[src/rtl/gb_bus_pkg.sv]
// Shared types and address-map constants for the Game Boy cartridge bus frontend.
// Contents:
//   bus_state_t - FSM states of the bus-cycle tracker
//   ROM_END, RAM_BASE, RAM_END - cartridge address-map boundaries
//   in_rom / in_ram - address-window helpers
package gb_bus_pkg;

  typedef enum logic [2:0] {
    IDLE   = 3'd0,
    RD     = 3'd1,
    WR     = 3'd2,
    COMMIT = 3'd3,
    ERR    = 3'd4
  } bus_state_t;

  localparam logic [15:0] ROM_END  = 16'h7FFF;
  localparam logic [15:0] RAM_BASE = 16'hA000;
  localparam logic [15:0] RAM_END  = 16'hBFFF;

  function automatic logic in_rom(input logic [15:0] addr);
    return (addr <= ROM_END);
  endfunction

  function automatic logic in_ram(input logic [15:0] addr);
    return (addr >= RAM_BASE) && (addr <= RAM_END);
  endfunction

endpackage

[src/rtl/gb_bus_frontend_if.sv]
// Bundle of raw cartridge-edge inputs and clean bus-event outputs.
// Signals:
//   gb_wr/gb_rd/gb_cs (active low), gb_addr[15:0], gb_data[7:0] - raw cartridge side
//   bus_addr, bus_wdata, wr_pulse, rom_rd, ram_rd, bus_err, glitch_cnt - clean side
// Modports: master drives the raw side (cartridge/bench), slave is the frontend.
interface gb_bus_frontend_if #(
  parameter int GLITCH_CNT_W = 8
);
  logic                    gb_wr;
  logic                    gb_rd;
  logic                    gb_cs;
  logic [15:0]             gb_addr;
  logic [7:0]              gb_data;
  logic [15:0]             bus_addr;
  logic [7:0]              bus_wdata;
  logic                    wr_pulse;
  logic                    rom_rd;
  logic                    ram_rd;
  logic                    bus_err;
  logic [GLITCH_CNT_W-1:0] glitch_cnt;

  modport master (
    output gb_wr, gb_rd, gb_cs, gb_addr, gb_data,
    input  bus_addr, bus_wdata, wr_pulse, rom_rd, ram_rd, bus_err, glitch_cnt
  );

  modport slave (
    input  gb_wr, gb_rd, gb_cs, gb_addr, gb_data,
    output bus_addr, bus_wdata, wr_pulse, rom_rd, ram_rd, bus_err, glitch_cnt
  );
endinterface

[src/rtl/gb_strobe_filter.sv]
// One raw strobe bit: synchroniser followed by a consecutive-sample glitch filter.
// Ports:
//   clk, rst (async, active low)
//   raw    - asynchronous strobe input (idle high)
//   level  - filtered level (1 = deasserted)
//   glitch - one-clk strobe when a partial transition is abandoned
// The filter register doubles as the last synchroniser stage, so a new raw
// level counted for FILTER_CYCLES samples flips level at edge
// SYNC_STAGES + FILTER_CYCLES - 1.
module gb_strobe_filter #(
  parameter int SYNC_STAGES   = 2,
  parameter int FILTER_CYCLES = 3
) (
  input  logic clk,
  input  logic rst,
  input  logic raw,
  output logic level,
  output logic glitch
);

  localparam logic [3:0] FLIP_AT = 4'(FILTER_CYCLES - 1);

  logic [SYNC_STAGES-2:0] sync_r;
  logic                   sample_s;
  logic                   level_r;
  logic                   glitch_r;
  logic [3:0]             cnt_r;

  // Synchroniser chain, preset idle-high.
  always_ff @(posedge clk or negedge rst) begin
    if (!rst) begin
      sync_r <= {(SYNC_STAGES-1){1'b1}};
    end else begin
      sync_r[0] <= raw;
      for (int i = 1; i < SYNC_STAGES - 1; i++) begin
        sync_r[i] <= sync_r[i-1];
      end
    end
  end

  assign sample_s = sync_r[SYNC_STAGES-2];

  // Count consecutive differing samples; flip on the last, flag abandoned runs.
  always_ff @(posedge clk or negedge rst) begin
    if (!rst) begin
      level_r  <= 1'b1;
      cnt_r    <= 4'd0;
      glitch_r <= 1'b0;
    end else if (sample_s != level_r) begin
      glitch_r <= 1'b0;
      if (cnt_r == FLIP_AT) begin
        level_r <= sample_s;
        cnt_r   <= 4'd0;
      end else begin
        cnt_r <= cnt_r + 4'd1;
      end
    end else begin
      glitch_r <= (cnt_r != 4'd0);
      cnt_r    <= 4'd0;
    end
  end

  assign level  = level_r;
  assign glitch = glitch_r;

endmodule

[src/rtl/gb_bus_frontend.sv]
// Cartridge-edge frontend: synchronises and de-glitches the Game Boy bus and
// turns it into clean bus events for the mapper.
// Ports:
//   clk  - FPGA clock
//   rst  - asynchronous active-low reset
//   bus  - gb_bus_frontend_if.slave (raw gb_* in; bus_addr, bus_wdata,
//          wr_pulse, rom_rd, ram_rd, bus_err, glitch_cnt out)
module gb_bus_frontend #(
  parameter int SYNC_STAGES   = 2,
  parameter int FILTER_CYCLES = 3,
  parameter int GLITCH_CNT_W  = 8
) (
  input  logic                clk,
  input  logic                rst,
  gb_bus_frontend_if.slave    bus
);
  import gb_bus_pkg::*;

  localparam logic [4:0]              SETTLE     = 5'(SYNC_STAGES + FILTER_CYCLES);
  localparam logic [GLITCH_CNT_W-1:0] GLITCH_MAX = {GLITCH_CNT_W{1'b1}};

  logic wr_lvl_s, rd_lvl_s, cs_lvl_s;
  logic wr_gl_s, rd_gl_s, cs_gl_s;
  logic wr_act_s, rd_act_s, cs_act_s;

  logic [23:0]             bus_sync_r [SYNC_STAGES];
  logic [23:0]             bus_last_s;
  logic [4:0]              settle_r;
  logic                    arm_r;
  bus_state_t              state_r, state_next;
  logic [15:0]             bus_addr_r;
  logic [7:0]              bus_wdata_r;
  logic                    wr_pulse_r;
  logic                    bus_err_r;
  logic [GLITCH_CNT_W-1:0] glitch_cnt_r;

  gb_strobe_filter #(.SYNC_STAGES(SYNC_STAGES), .FILTER_CYCLES(FILTER_CYCLES)) u_wr_flt (
    .clk(clk), .rst(rst), .raw(bus.gb_wr), .level(wr_lvl_s), .glitch(wr_gl_s));
  gb_strobe_filter #(.SYNC_STAGES(SYNC_STAGES), .FILTER_CYCLES(FILTER_CYCLES)) u_rd_flt (
    .clk(clk), .rst(rst), .raw(bus.gb_rd), .level(rd_lvl_s), .glitch(rd_gl_s));
  gb_strobe_filter #(.SYNC_STAGES(SYNC_STAGES), .FILTER_CYCLES(FILTER_CYCLES)) u_cs_flt (
    .clk(clk), .rst(rst), .raw(bus.gb_cs), .level(cs_lvl_s), .glitch(cs_gl_s));

  assign wr_act_s = ~wr_lvl_s;
  assign rd_act_s = ~rd_lvl_s;
  assign cs_act_s = ~cs_lvl_s;

  // Address/data synchroniser, preset all-ones like the strobes.
  always_ff @(posedge clk or negedge rst) begin
    if (!rst) begin
      for (int i = 0; i < SYNC_STAGES; i++) begin
        bus_sync_r[i] <= {24{1'b1}};
      end
    end else begin
      bus_sync_r[0] <= {bus.gb_addr, bus.gb_data};
      for (int i = 1; i < SYNC_STAGES; i++) begin
        bus_sync_r[i] <= bus_sync_r[i-1];
      end
    end
  end

  assign bus_last_s = bus_sync_r[SYNC_STAGES-1];

  // After reset, accept new cycles only once the pipeline has flushed and both
  // strobes are seen idle, so a write that was in flight at reset is dropped.
  always_ff @(posedge clk or negedge rst) begin
    if (!rst) begin
      settle_r <= 5'd0;
      arm_r    <= 1'b0;
    end else begin
      if (settle_r != SETTLE) begin
        settle_r <= settle_r + 5'd1;
      end else begin
        settle_r <= settle_r;
      end
      arm_r <= arm_r | ((settle_r == SETTLE) & ~wr_act_s & ~rd_act_s);
    end
  end

  // FSM state register.
  always_ff @(posedge clk or negedge rst) begin
    if (!rst) begin
      state_r <= IDLE;
    end else begin
      state_r <= state_next;
    end
  end

  // FSM next-state logic; conflicting strobes always win over completion.
  always_comb begin
    state_next = state_r;
    case (state_r)
      IDLE: begin
        if (!arm_r)                    state_next = IDLE;
        else if (wr_act_s && rd_act_s) state_next = ERR;
        else if (rd_act_s)             state_next = RD;
        else if (wr_act_s)             state_next = WR;
        else                           state_next = IDLE;
      end
      RD: begin
        if (wr_act_s)       state_next = ERR;
        else if (!rd_act_s) state_next = IDLE;
        else                state_next = RD;
      end
      WR: begin
        if (rd_act_s)       state_next = ERR;
        else if (!wr_act_s) state_next = COMMIT;
        else                state_next = WR;
      end
      COMMIT: state_next = IDLE;
      ERR: begin
        if (!wr_act_s && !rd_act_s) state_next = IDLE;
        else                        state_next = ERR;
      end
      default: state_next = IDLE;
    endcase
  end

  // Registered bus outputs: address tracking, write data, event pulses, glitch count.
  always_ff @(posedge clk or negedge rst) begin
    if (!rst) begin
      bus_addr_r   <= 16'h0000;
      bus_wdata_r  <= 8'h00;
      wr_pulse_r   <= 1'b0;
      bus_err_r    <= 1'b0;
      glitch_cnt_r <= {GLITCH_CNT_W{1'b0}};
    end else begin
      if (state_r == IDLE) begin
        bus_addr_r <= bus_last_s[23:8];
      end else begin
        bus_addr_r <= bus_addr_r;
      end
      if (state_r == WR) begin
        bus_wdata_r <= bus_last_s[7:0];
      end else begin
        bus_wdata_r <= bus_wdata_r;
      end
      wr_pulse_r <= (state_next == COMMIT);
      bus_err_r  <= (state_next == ERR) && (state_r != ERR);
      if ((wr_gl_s | rd_gl_s | cs_gl_s) && (glitch_cnt_r != GLITCH_MAX)) begin
        glitch_cnt_r <= glitch_cnt_r + {{(GLITCH_CNT_W-1){1'b0}}, 1'b1};
      end else begin
        glitch_cnt_r <= glitch_cnt_r;
      end
    end
  end

  assign bus.bus_addr   = bus_addr_r;
  assign bus.bus_wdata  = bus_wdata_r;
  assign bus.wr_pulse   = wr_pulse_r;
  assign bus.bus_err    = bus_err_r;
  assign bus.glitch_cnt = glitch_cnt_r;
  // Read qualifiers follow the RD state directly, no extra register stage.
  assign bus.rom_rd     = (state_r == RD) && in_rom(bus_addr_r);
  assign bus.ram_rd     = (state_r == RD) && cs_act_s && in_ram(bus_addr_r);

endmodule
[src/flat_wrapper.sv]
// flat-port wrapper written by rule: the top's interface ports become plain ports
module gb_bus_frontend_flat import gb_bus_pkg::*;
#(
  parameter int SYNC_STAGES   = 2,
  parameter int FILTER_CYCLES = 3,
  parameter int GLITCH_CNT_W  = 8
)
  (clk, rst, bus_gb_wr, bus_gb_rd, bus_gb_cs, bus_gb_addr, bus_gb_data, bus_bus_addr, bus_bus_wdata, bus_wr_pulse, bus_rom_rd, bus_ram_rd, bus_bus_err, bus_glitch_cnt);
  gb_bus_frontend_if #(.GLITCH_CNT_W(GLITCH_CNT_W)) bus_i ();
  input  logic clk;
  input  logic rst;
  input wire logic [$bits(bus_i.gb_wr)-1:0] bus_gb_wr;
  input wire logic [$bits(bus_i.gb_rd)-1:0] bus_gb_rd;
  input wire logic [$bits(bus_i.gb_cs)-1:0] bus_gb_cs;
  input wire logic [$bits(bus_i.gb_addr)-1:0] bus_gb_addr;
  input wire logic [$bits(bus_i.gb_data)-1:0] bus_gb_data;
  output wire logic [$bits(bus_i.bus_addr)-1:0] bus_bus_addr;
  output wire logic [$bits(bus_i.bus_wdata)-1:0] bus_bus_wdata;
  output wire logic [$bits(bus_i.wr_pulse)-1:0] bus_wr_pulse;
  output wire logic [$bits(bus_i.rom_rd)-1:0] bus_rom_rd;
  output wire logic [$bits(bus_i.ram_rd)-1:0] bus_ram_rd;
  output wire logic [$bits(bus_i.bus_err)-1:0] bus_bus_err;
  output wire logic [$bits(bus_i.glitch_cnt)-1:0] bus_glitch_cnt;
  assign bus_i.gb_wr = bus_gb_wr;
  assign bus_i.gb_rd = bus_gb_rd;
  assign bus_i.gb_cs = bus_gb_cs;
  assign bus_i.gb_addr = bus_gb_addr;
  assign bus_i.gb_data = bus_gb_data;
  assign bus_bus_addr = bus_i.bus_addr;
  assign bus_bus_wdata = bus_i.bus_wdata;
  assign bus_wr_pulse = bus_i.wr_pulse;
  assign bus_rom_rd = bus_i.rom_rd;
  assign bus_ram_rd = bus_i.ram_rd;
  assign bus_bus_err = bus_i.bus_err;
  assign bus_glitch_cnt = bus_i.glitch_cnt;
  gb_bus_frontend #(.SYNC_STAGES(SYNC_STAGES), .FILTER_CYCLES(FILTER_CYCLES), .GLITCH_CNT_W(GLITCH_CNT_W)) u_core (.clk(clk), .rst(rst), .bus(bus_i));
endmodule
[config.mk]
export PLATFORM = sky130hd
export DESIGN_NAME = gb_bus_frontend_flat
export DESIGN_NICKNAME = d
export VERILOG_FILES = /design/src/rtl/gb_bus_pkg.sv /design/src/rtl/gb_bus_frontend_if.sv /design/src/rtl/gb_strobe_filter.sv /design/src/rtl/gb_bus_frontend.sv /design/src/flat_wrapper.sv
export SDC_FILE = /design/constraint.sdc
export NUM_CORES = 1
export LEC_CHECK = 0
export CORE_ASPECT_RATIO = 0.9
export CORE_MARGIN = 1.5
export CORE_UTILIZATION = 25
export CTS_CLUSTER_DIAMETER = 50
export CTS_CLUSTER_SIZE = 20
export DETAILED_ROUTE_END_ITERATION = 16
export HOLD_SLACK_MARGIN = 0.1
export PLACE_DENSITY = 0.4
export SETUP_SLACK_MARGIN = 0.3
export SYNTH_ARGS = -nofsm -noshare
export SYNTH_HDL_FRONTEND = slang
export SYNTH_SLANG_ARGS = --single-unit
[constraint.sdc]
create_clock -name clk -period 2 [get_ports clk]
set_clock_uncertainty 0.05 [all_clocks]
set_input_delay 0.3 -clock clk [delete_from_list [all_inputs] [get_ports clk]]
set_output_delay 0.3 -clock clk [all_outputs]
set_load 0.05 [all_outputs]
==> impl_metrics.yaml <==
status:
  status: "finished, final reports clean"
global_routing:
  antenna_found_initial: 0
  grt_overflow: 0
  grt_max_degree: 113
  grt_first_pass_wirelength_um: 11520
  grt_pass1_vias: 2329
  grt_use_total_pct: 9.158
floorplanning:
  chipWidth_um: 136.3
  dieArea_mm2: 0.01677
  rows: 43
  initial_utilization_pct: 25.73
  io_pins: 65
  core_area_mm2: 0.01555
  dieHeight_um: 123
job:
  drv_cap: 0
detailed_routing:
  ant_nets: 0
  via_per_inst: 4.068
  vias: 2225
  drt-initial-drc-count: 78
  dr.pass1.iters: 4
  drc: 0
  drt-total-wl_um: 6798
  routedWlPerCell_um: 12.43
logic_synthesis:
  synth_ff_type: "dfrtp_1"
  synth_top_family_by_area: "simple AND/OR/NAND/NOR gates"
  synth_compound_area_share_pct: 4.786
  syn_nets: 294
  synth-seq-cells: 112
  avgSynthCellArea_um2: 15.27
  synthArstFlopShare_pct: 100.0
  yosys-mux-area-fraction_pct: 9.008
  synth_xor_area_share_pct: 3.065
  yosysSeqAreaShare_pct: 71.75
  yosysWarnings: 0
  synth_fa_ha_area_share_pct: 0.9384
  synth_cell_types: 40
  syn_area_mm2: 0.004000
  synthSimpleGateAreaFrac_pct: 9.040
  synthCells: 262
  synth-edff-count: 0
clock_tree:
  clockBufferDepth: 2
  clock_sinks: 112
  clockRootBuffer: "clkbuf_16"
  h-tree-depth: 3
  clk_latency_ns: 0.34
  clk_pin_slew_worst_paths_ns: 0.07
  cts_buffers: 9
  cts_tree: "done"
sta:
  fmax_mhz: 526.0
  setup_tns_ns: 0
  relSlewSlack_pct: 60.78
  tightest_slew_ns: 0.5884
  setup_viol: 0
  rsz0062_at_grt: "true"
  period_share_pct: 95.07
  fin_ws_ns: 0.09869
  hold_viol: 0
  slew_violations: 0
  period_minus_slack_ns: 1.901
pwr:
  vdd_drop_max_mv: 0.9145
  leakagePower_nw: 2.130
  power.density_mw_per_mm2: 1545
placement:
  place_congestion: 0.7261
  dp_hpwl_um: 4231
  io_buffers: 64
  dp_cells: 527
  pre_cts_ws_ns: 0.3200
layout:
  final_common_cell: "dfstp_2"
  layout.nets: 372
  diodes: 0
  drive_above_1_share_pct: 39.71
  instances_no_fill: 547
  layout_common_cells: "dfstp_2 (54), dfrtp_1 (47), mux2_2 (32)"
  nFillCells: 1512
  syn2layout_area_growth_pct: 30.75
critical_path:
  r2r-end: "u_core.bus.glitch_cnt[1]$_DFFE_PN0P_"
  crit_start: "u_core.bus.bus_addr[14]$_DFFE_PN0P_"
  reg2reg_from: "u_core.bus.glitch_cnt[0]$_DFFE_PN0P_"
  crit_type: "register to primary output"
  crit_path_end: "bus_ram_rd"
  reg2reg_depth: 4
  arrival_ns: 1.55
  critical_path.max_fanout: 3
  r2r_slack_ns: 0.42
  start_kind: "register"
  worst_setup_path_end_kind: "primary output"
  cp.required_ns: 1.65
hold_path:
  min_path_type: "input port to register"
  hold_depth: 1
through the flow:
stage	area [um^2]	total power [mW]	utilization, %	hold WS (ns)
floorplan	4034	5.590	-	-0.04559
global placement	4947	6.638	31.82	0.2956
detailed placement	4947	6.645	31.82	0.2968
CTS	5226	8.248	33.61	0.2828
global route	5230	8.613	33.64	0.2773
finish	5230	8.081	33.64	0.3048
metal layers:
layer  track usage [%]  part of all wire (%)
met1             11.67                    49
met2             13.16                    42
met3             5.166                   7.6
met4             2.793                   1.2
met5                 0                     0
sequential cells by signal, summed over array words and instances (netlist names):
register / count
u_core.bus.wr_pulse: 1
u_core.u_rd_flt.cnt_r: 4
u_core.u_cs_flt.level: 1
u_core.bus_sync_r: 24
u_core.arm_r: 1
u_core.bus.glitch_cnt: 8
u_core.bus.bus_addr: 16
u_core.u_rd_flt.glitch: 1
u_core.bus_last_s: 24
u_core.bus.bus_wdata: 8
u_core.u_cs_flt.cnt_r: 4
u_core.u_wr_flt.level: 1
u_core.u_cs_flt.glitch: 1
u_core.settle_r: 5
u_core.u_wr_flt.sample_s: 1
u_core.u_wr_flt.cnt_r: 4
u_core.state_r: 3
u_core.u_wr_flt.glitch: 1
u_core.u_rd_flt.level: 1
u_core.bus.bus_err: 1
u_core.u_rd_flt.sample_s: 1
u_core.u_cs_flt.sample_s: 1
area by class of cell:
type	count	area, um^2	share of cell area, %
clock buffers	12	256.5	4.904
clock inverters	4	27.53	0.5263
inverters	5	18.77	0.3589
multi-input cells	140	1104	21.10
flip-flops and latches	112	2884	55.14
well taps	202	252.7	4.833
repair buffers	72	686.9	13.13
where the power goes:
part           internal, mW  total, mW  switching [mW]  leakage (nW)
registers              2.88       3.30           0.418          1.27
logic                  1.13       3.09            1.96         0.717
clock network         0.917       1.70           0.782         0.143
synth_stat cells (2+ instances only):
| library cell | instances | area (um^2) |
|---|---|---|
| inv_1 | 4 | 15.01 |
| xor2_1 | 7 | 61.31 |
| nand2b_1 | 4 | 25.02 |
| buf_2 | 3 | 15.01 |
| a211oi_1 | 4 | 30.03 |
| buf_6 | 2 | 22.52 |
| ha_1 | 3 | 37.54 |
| or3b_2 | 3 | 26.28 |
| nor3_4 | 2 | 32.53 |
| a21boi_0 | 3 | 22.52 |
| nand3_1 | 9 | 45.04 |
| o21ai_0 | 3 | 15.01 |
| a2bb2oi_1 | 2 | 17.52 |
| dfrtp_1 | 58 | 1451 |
| nor3_1 | 3 | 15.01 |
| dfstp_2 | 54 | 1419 |
| nor4b_1 | 4 | 35.03 |
| a21oi_1 | 6 | 30.03 |
| nor4_1 | 2 | 12.51 |
| nor2_1 | 18 | 67.56 |
| mux2_2 | 32 | 360.4 |
| xnor2_1 | 7 | 61.31 |
| nand2_1 | 12 | 45.04 |
worst min-delay path by stage:
stage	start	endpoint
3_3_place_gp	u_core.bus_sync_r[38]$_DFF_PN1_	u_core.bus_last_s[14]$_DFF_PN1_
4_1_cts	bus_gb_addr[0]	u_core.bus_sync_r[32]$_DFF_PN1_
3_5_place_dp	u_core.bus_sync_r[47]$_DFF_PN1_	u_core.bus_last_s[23]$_DFF_PN1_
2_1_floorplan	rst	u_core.arm_r$_DFF_PN0_
6_report	bus_gb_addr[0]	u_core.bus_sync_r[32]$_DFF_PN1_
5_1_grt	bus_gb_addr[0]	u_core.bus_sync_r[32]$_DFF_PN1_
logic make-up (layout without fill, tap and decap cells):
group | Yosys count | in the layout
flip-flops | 112 | 112
AND/OR/NAND/NOR | 64 | 64
multiplexers | 32 | 32
AO/OA/AOI/OAI | 27 | 27
XOR/XNOR | 14 | 14
buffers and inverters | 10 | 93
adder cells (fa/ha/maj) | 3 | 3
critical path: stages (launching register included):
cell,delay (ns)
dfrtp_1,0.40
or4bb_4,0.54
nor2_4,0.12
buf_12,0.14
what timing repair did:
| item | CTS | global route |
|---|---|---|
| endpoints found under the hold margin | 58 | 0 |
| gates resized for setup | 39 | 2 |
| hold buffers | 1 | 0 |
| setup endpoints to repair | 35 | 4 |
| pin swaps | 1 | 1 |
| buffers inserted | 2 | 1 |
Note: power is estimated with default switching activity, not from simulation.
